### src/rtl/mem_port_arbiter.sv
// Arbitrates the shared instruction/data memory port between IF and MEM.
// Ports: clk/reset, IF (i_*), MEM (d_*), memory (mem_*), stall_if/stall_mem/busy.
// Optional MEM_ARB_FAIR_EN: round-robin tie-break instead of data priority.
module mem_port_arbiter #(
  parameter int WORD_W      = 16,
  parameter int ADDR_W      = 16,
  parameter int MEM_LATENCY = 2
) (
  input  logic              clk,
  input  logic              reset,
  input  logic              i_req,
  input  logic [ADDR_W-1:0] i_addr,
  output logic [WORD_W-1:0] i_rdata,
  output logic              i_ready,
  input  logic              d_req,
  input  logic              d_we,
  input  logic [ADDR_W-1:0] d_addr,
  input  logic [WORD_W-1:0] d_wdata,
  output logic [WORD_W-1:0] d_rdata,
  output logic              d_ready,
  output logic              mem_req,
  output logic              mem_we,
  output logic [ADDR_W-1:0] mem_addr,
  output logic [WORD_W-1:0] mem_wdata,
  input  logic [WORD_W-1:0] mem_rdata,
  output logic              stall_if,
  output logic              stall_mem,
  output logic              busy
);

  typedef enum logic [1:0] {
    IDLE  = 2'd0,
    I_ACC = 2'd1,
    D_ACC = 2'd2
  } state_t;

  localparam logic [3:0] CNT_LD = 4'(MEM_LATENCY - 1);

  state_t            state;
  state_t            state_nx;
  logic [3:0]        cnt;
  logic [3:0]        cnt_nx;
  logic [ADDR_W-1:0] acc_addr;
  logic [WORD_W-1:0] acc_wdata;
  logic              acc_we;

  logic i_eff;
  logic d_eff;
  logic pick_d;
  logic gnt_i;
  logic gnt_d;
  logic done;

  // A requester is not eligible in its own ready cycle.
  assign i_eff = i_req & ~i_ready;
  assign d_eff = d_req & ~d_ready;

`ifdef MEM_ARB_FAIR_EN
  // 0 = I granted last, 1 = D granted last.
  logic last_grant;

  assign pick_d = ~last_grant;

  always_ff @(posedge clk) begin
    if (reset) begin
      last_grant <= 1'b0;
    end else if (gnt_d) begin
      last_grant <= 1'b1;
    end else if (gnt_i) begin
      last_grant <= 1'b0;
    end
  end
`else
  assign pick_d = 1'b1;
`endif

  always_comb begin
    state_nx = state;
    cnt_nx   = cnt;
    gnt_i    = 1'b0;
    gnt_d    = 1'b0;
    done     = 1'b0;
    unique case (state)
      IDLE: begin
        // pick_d only matters on a tie.
        gnt_d = d_eff & (~i_eff | pick_d);
        gnt_i = i_eff & ~gnt_d;
        if (gnt_d) begin
          state_nx = D_ACC;
          cnt_nx   = CNT_LD;
        end else if (gnt_i) begin
          state_nx = I_ACC;
          cnt_nx   = CNT_LD;
        end
      end
      I_ACC, D_ACC: begin
        if (cnt == 4'd0) begin
          done     = 1'b1;
          state_nx = IDLE;
        end else begin
          cnt_nx = cnt - 4'd1;
        end
      end
      default: begin
        state_nx = IDLE;
        cnt_nx   = 4'd0;
      end
    endcase
  end

  always_ff @(posedge clk) begin
    if (reset) begin
      state     <= IDLE;
      cnt       <= 4'd0;
      acc_addr  <= '0;
      acc_wdata <= '0;
      acc_we    <= 1'b0;
      i_rdata   <= '0;
      d_rdata   <= '0;
      i_ready   <= 1'b0;
      d_ready   <= 1'b0;
    end else begin
      state   <= state_nx;
      cnt     <= cnt_nx;
      i_ready <= 1'b0;
      d_ready <= 1'b0;
      if (gnt_d) begin
        acc_addr  <= d_addr;
        acc_wdata <= d_wdata;
        acc_we    <= d_we;
      end
      if (gnt_i) begin
        acc_addr <= i_addr;
        acc_we   <= 1'b0;
      end
      if (done && state == I_ACC) begin
        i_rdata <= mem_rdata;
        i_ready <= 1'b1;
      end
      if (done && state == D_ACC) begin
        d_ready <= 1'b1;
        // Stores leave the load data register untouched.
        if (!acc_we) begin
          d_rdata <= mem_rdata;
        end
      end
    end
  end

  assign busy      = (state != IDLE);
  assign mem_req   = busy;
  assign mem_we    = busy & acc_we;
  assign mem_addr  = acc_addr;
  assign mem_wdata = acc_wdata;

  assign stall_if  = i_req & ~i_ready;
  assign stall_mem = d_req & ~d_ready;

endmodule
### config.mk
export PLATFORM = sky130hd
export DESIGN_NAME = mem_port_arbiter
export DESIGN_NICKNAME = d
export VERILOG_FILES = /design/src/rtl/mem_port_arbiter.sv
export SDC_FILE = /design/constraint.sdc
export NUM_CORES = 1
export LEC_CHECK = 0
export CAP_MARGIN = 0
export CELL_PAD_IN_SITES_DETAIL_PLACEMENT = 1
export CELL_PAD_IN_SITES_GLOBAL_PLACEMENT = 2
export CORE_MARGIN = 2
export CORE_UTILIZATION = 23
export CTS_CLUSTER_SIZE = 8
export DETAILED_ROUTE_END_ITERATION = 8
export PLACE_DENSITY_LB_ADDON = 0.1
export REMOVE_ABC_BUFFERS = 1
export SETUP_SLACK_MARGIN = 0.3
export SLEW_MARGIN = 10
export SYNTH_ARGS = -nofsm -noshare
export SYNTH_HDL_FRONTEND = slang
export SYNTH_SLANG_ARGS = --single-unit
### constraint.sdc
create_clock -name clk -period 2.5 [get_ports clk]
set_input_delay 0.75 -clock clk [delete_from_list [all_inputs] [get_ports clk]]
set_output_delay 0.75 -clock clk [all_outputs]
set_load 0.02 [all_outputs]
==> results.toml, run 1 <==
[status]
status = "finished, final reports clean"

[grt]
met3_usage_pct = 3.35
busiest_layer = "met2"
grt.total_usage_pct = 14.7
grt_pass1_wl_um = 15100
grtUsageMet1_pct = 18.1
grt_start_max_net_pins = 58
grt_overflow = 0
antenna_found_initial = 1
use_met2_pct = 24.4
grt_pass1_vias = 2959

[logic_synthesis]
synth_area_leaders = "dfxtp_1 (51%), nand2_1 (16%), a21oi_1 (12%)"
yosysSeqAreaShare_pct = 50.9
synth_top_cell_by_area = "dfxtp_1"
yosys.cell_types.count = 29
synthTopCellsByCount = "nand2_1 (119), dfxtp_1 (73), a21oi_1 (71)"
synth-edff-count = 0
synth_warnings = 0
netlist_area_um2 = 2870
synth_cells = 346
synth_seq_cells = 73
synth.avg_cell_area_um2 = 8.29
async_reset_ff_share_pct = 0
yosysMostFrequentCell = "nand2_1"
ys.flop_type = "dfxtp_1"
post-synth-top-area-fraction_pct = 50.9

[hold_path]
hp-class = "flop to flop"

[worst_setup_path]
crit_family = "buffers and inverters"
path_max_fanout = 2
critical_path.startpoint_type = "flop"
worstPathRequired_ns = 1.75
cp_num_buf_inv = 1
crit_arrival_ns = 1.36
slowest_stage = "clkdlybuf4s50_1"
max_stage_delay_ns = 0.63
cp_cell_sequence = "clkdlybuf4s50_1"
critical_path_class = "flop to primary output"
cp-end-kind = "primary output"

[timing]
rsz0062_at_grt = "false"
final.min_clock_period_ns = 2.11
setup_viol = 0
tightest_slew_ns = 0.711
finalHoldViolations = 0
period_share_pct = 84.2
worst_slew_margin_rel_pct = 52.6
setup_tns_ns = 0
hold-worst-slack_ns = 0.451
skew_ns = 0.00499
maxSlewViolCount = 0
fmax_ghz = 0.475

[finish]
area_delta_synth_final_pct = 67.6
register_area_um2 = 1460
nFillCells = 1453
fin_nets = 565
multi_input_area_um2 = 1270
drive_gt1_share_pct = 9.31

[clock_network]
clkSinkCount = 73
clk_pin_slew_ns = 0.06
cts_tree = "built"
cts.path.max_buffers = 2
cts_buffers = 9
cts_root_buf = "clkbuf_16"
clk_latency_ns = 0.33
cts-hold-fix-buffers = 0
ctsHtreeMaxLevel = 3

[routing]
vias_per_cell = 4.32
drc = 0
avgRoutedWirePerCell_um = 14.5
firstDrtPassIters = 4
initialDrtViolationCount = 137
drt-total-wl_um = 9590
num_vias = 2863
drtAntennaViolNets = 0

[floorplanning]
initial_core_util_pct = 23.7
die-width_um = 116
dieArea_um2 = 13400
num_rows = 40
io_pins = 140
core_um2 = 12100
fp.dieH_um = 116

[power]
power.leakage_nw = 1.73
peakVddDrop_uv = 321
power.density_nw_per_um2 = 707

[flow_run]
drv_cap = 0

[place]
hpwl_um = 6830
port_buffers = 139
gp_congestion = 0.724
## final cells by class
type	instances	share of cell area [%]
clock inverter	3	0.833
tap	168	4.37
inverter	7	0.547
clock buffer	12	5.34
sequential	73	30.5
antenna	1	0.0521
timing repair buffer	155	31.9
multi-input combinational	244	26.5
## stage by stage
stage                     power [mW]  util [%]  worst slack (ns)  std cells  cell area, um^2
after CTS                       3.48      39.7             0.322        662             4810
after floorplan                 1.70         -            -0.178        324             2750
after global placement          2.12      37.1            -0.269        645             4490
final                           3.40      39.7             0.394        663             4810
after global routing            3.59      39.7             0.305        663             4810
after detailed placement        2.13      37.1            -0.256        645             4490
## worst paths after layout
check / from / endpoint / slack [ns] / depth (start not counted)
worst max-delay path: i_ready$_SDFF_PP0_ / i_ready / 0.39 / 1
worst min-delay path: d_rdata[8]$_SDFFE_PP0P_ / d_rdata[8]$_SDFFE_PP0P_ / 0.45 / 2
worst max register to register: state[1]$_SDFFE_PP0P_ / i_rdata[2]$_SDFFE_PP0P_ / 0.61 / 7
worst min register to register: d_rdata[8]$_SDFFE_PP0P_ / d_rdata[8]$_SDFFE_PP0P_ / 0.45 / 2
## per-layer routing
| layer | wire length (um) | share of wire, % |
|---|---|---|
| met1 | 4180 | 44 |
| met3 | 419 | 4.4 |
| met5 | 0 | 0 |
| met2 | 4760 | 50 |
| met4 | 230 | 2.4 |
## cell families (layout without fill, tap and decap cells)
kind of cell,count (synthesis),count (layout),synth area share (%)
and+or+nand+nor,142,142,22.2
muxes,1,1,0.349
buffers and inverters,29,177,4.97
adders and majority gates,6,6,2.62
AOI/OAI and AO/OA,95,95,18.9
other,0,1,0
DFF,73,73,50.9
## cell usage in the layout (no fill, tap or decap), drive strengths merged
cell type and n:
a21oi 71, clkdlybuf4s50 131, mux2i 1, bufinv 1, o21ai 5, nor3 3, nor2b 3, or4 1
a22oi 16, ha 6, nor2 5, diode 1, o31ai 2, nand3b 2, buf 21, nor3b 2
dlygate4sd2 2, nand4bb 1, nand2 119, clkdlybuf4s15 1, or3 2, inv 7, clkinv 2, and2 2
o31a 1, nand2b 1, dfxtp 73, clkbuf 12, and4bb 1
## power breakdown
part / internal, mW / switching (mW)
registers: 1.25 / 0.0503
logic: 0.388 / 0.410
clock network: 0.818 / 0.482
## tightest hold or removal path, delay by kind of cell, from the launching register on
family          cells  cell delay [ns]
flops               1             0.30
simple gates        1             0.05
compound gates      1             0.05
## timing repair
item                       in CTS  in global routing
setup endpoints to repair       5                  3
resized for setup              26                  3
setup buffers                   2                  0
gates cloned                    0                  0
## sequential cells by signal, summed over array words and instances, names as in the netlist
signal / cells
acc_we: 1
cnt: 4
d_rdata: 16
d_ready: 1
i_rdata: 16
i_ready: 1
mem_addr: 16
mem_wdata: 16
state: 2
Note: power is estimated with default switching activity, not from simulation.
==> run 2, diff against run 1 <==
--- a/config.mk
+++ b/config.mk
@@ -9,7 +9,7 @@
 export CELL_PAD_IN_SITES_DETAIL_PLACEMENT = 1
 export CELL_PAD_IN_SITES_GLOBAL_PLACEMENT = 2
 export CORE_MARGIN = 2
-export CORE_UTILIZATION = 23
+export CORE_UTILIZATION = 19
 export CTS_CLUSTER_SIZE = 8
 export DETAILED_ROUTE_END_ITERATION = 8
 export PLACE_DENSITY_LB_ADDON = 0.1
==> constraint.sdc (replaced) <==
create_clock -name clk -period 1.7 [get_ports clk]
set_input_delay 0.51 -clock clk [delete_from_list [all_inputs] [get_ports clk]]
set_output_delay 0.51 -clock clk [all_outputs]
set_load 0.02 [all_outputs]
==> run 2 against run 1 <==
- non-clock buffer count is 23 higher
- via count is 5.3% higher
- routed wire length is 16% higher
- clock skew hardly changed
- clock-buffer cell count is 1 higher
- die area is 20% higher
- critical path depth is 3 higher
==> results.toml, run 2 (synthesized netlist as in run 1, its figures left out) <==
[grt]
grt.total_usage_pct = 13.6
grt_overflow = 0
antenna_found_initial = 0
grt_pass1_wl_um = 16800
grt_pass1_vias = 3166
grt_start_max_net_pins = 74

[timing]
setup_viol = 0
tightest_slew_ns = 0.451
final.min_clock_period_ns = 1.65
setup_tns_ns = 0
maxSlewViolCount = 0
skew_ns = 0.00465
rsz0062_at_grt = "true"
fmax_ghz = 0.608
period_share_pct = 96.8
finalHoldViolations = 0
worst_slew_margin_rel_pct = 69.9

[finish]
final_common_cell = "nand2_1"
drive_gt1_share_pct = 41.7
most-common-layout-cells = "nand2_1 (95), dfxtp_1 (67), clkdlybuf4s50_1 (65)"
fin_nets = 588
final_area_um2 = 5270
area_delta_synth_final_pct = 83.8
diodes = 0
nFillCells = 1694
utilization_pct = 36.0
final_cells = 702

[power]
power.leakage_nw = 2.16
peakVddDrop_uv = 486
power.density_nw_per_um2 = 1000
power.total_mw = 5.27

[clock_network]
clk_pin_slew_ns = 0.06
cts_buffers = 9
clkSinkCount = 73
cts_tree = "built"
clk_latency_ns = 0.33
cts_root_buf = "clkbuf_16"
ctsHtreeMaxLevel = 3
cts.path.max_buffers = 2

[worst_setup_path]
crit_family = "flip-flops"
critical_path.startpoint_type = "flop"
slowest_stage = "dfxtp_2"
worstPathRequired_ns = 1.19
cp_num_buf_inv = 2
path_max_fanout = 3
cp_cell_sequence = "inv_2, ha_4, nor2b_4, buf_6"
max_stage_delay_ns = 0.33
critical_path_class = "flop to primary output"
cp-end-kind = "primary output"
crit_arrival_ns = 1.14
rrSetupSlack_ns = 0.13

[place]
hpwl_um = 7170
gp_congestion = 0.707
placed_area_um2 = 4690
dpl.cell_count = 671
port_buffers = 139

[routing]
drt-total-wl_um = 11100
avgRoutedWirePerCell_um = 15.8
drtAntennaViolNets = 0
initialDrtViolationCount = 72
firstDrtPassIters = 4
vias_per_cell = 4.30
num_vias = 3016
drc = 0

[hold_path]
hp-class = "flop to flop"

[floorplanning]
fp.dieH_um = 127
initial_core_util_pct = 19.6
core_um2 = 14600
num_rows = 44
io_pins = 140
dieArea_um2 = 16100
die-width_um = 127

[status]
status = "finished, final reports clean"

[flow_run]
drv_cap = 0
[run 2: cell count changes in the layout (fill, tap and decap cells not counted), moves of 12 or more]
cell	previous run	this run
a21oi_1	71	44
a21oi_2	0	27
a22oi_1	16	0
a22oi_2	0	16
buf_2	3	64
clkdlybuf4s50_1	131	65
nand2_1	119	95
nand2_2	0	12
[run 2: worst paths after layout]
check,end,cells past startpoint,from
setup / recovery,mem_we,4,state[0]$_SDFFE_PP0P_
hold / removal,i_rdata[1]$_SDFFE_PP0P_,2,i_rdata[1]$_SDFFE_PP0P_
setup reg to reg,cnt[2]$_SDFFE_PP0P_,6,state[1]$_SDFFE_PP0P_
hold reg to reg,i_rdata[1]$_SDFFE_PP0P_,2,i_rdata[1]$_SDFFE_PP0P_
[run 2: per-stage QoR]
stage               hold WS (ns)  setup slack (ns)
floorplan                  0.439            -0.738
global placement           0.441            -0.581
detailed placement         0.449            -0.587
CTS                        0.454           0.00360
global route               0.475           0.00737
finish                     0.449            0.0543
[run 2: timing repair]
item                                    CTS  global route
pin swaps                                48            27
endpoints found under the setup margin  142            79
resized for setup                       371            42
cloned                                    4             2
setup buffers                             5             4
hold buffers                              0             0
[run 2: tightest hold or removal path, cell delays in order, from the launching register on]
cell and delay (ns):
dfxtp_1 0.30, nand2_1 0.05, a21oi_1 0.05
[run 2: layer usage]
layer	track usage, %	share of wire [%]
met1	15.9	42
met2	23.9	52
met3	3.08	4.3
met4	5.49	1.7
met5	0	0
[run 2: layout make-up]
class                      instances  area [um^2]  share of cell area, %
clock inverter                     3         15.0                  0.285
sequential                        73         1470                   27.9
inverter                           7         26.3                  0.498
clock buffer                      13          260                   4.94
tap                              184          230                   4.37
multi-input combinational        244         1620                   30.7
timing repair buffer             178         1650                   31.3
[run 2: power breakdown]
group | internal [mW] | leakage (nW) | switching (mW)
Combinational | 0.805 | 1.42 | 0.777
Clock | 1.06 | 0.139 | 0.720
Sequential | 1.84 | 0.597 | 0.0695
Total | 3.71 | 2.16 | 1.57
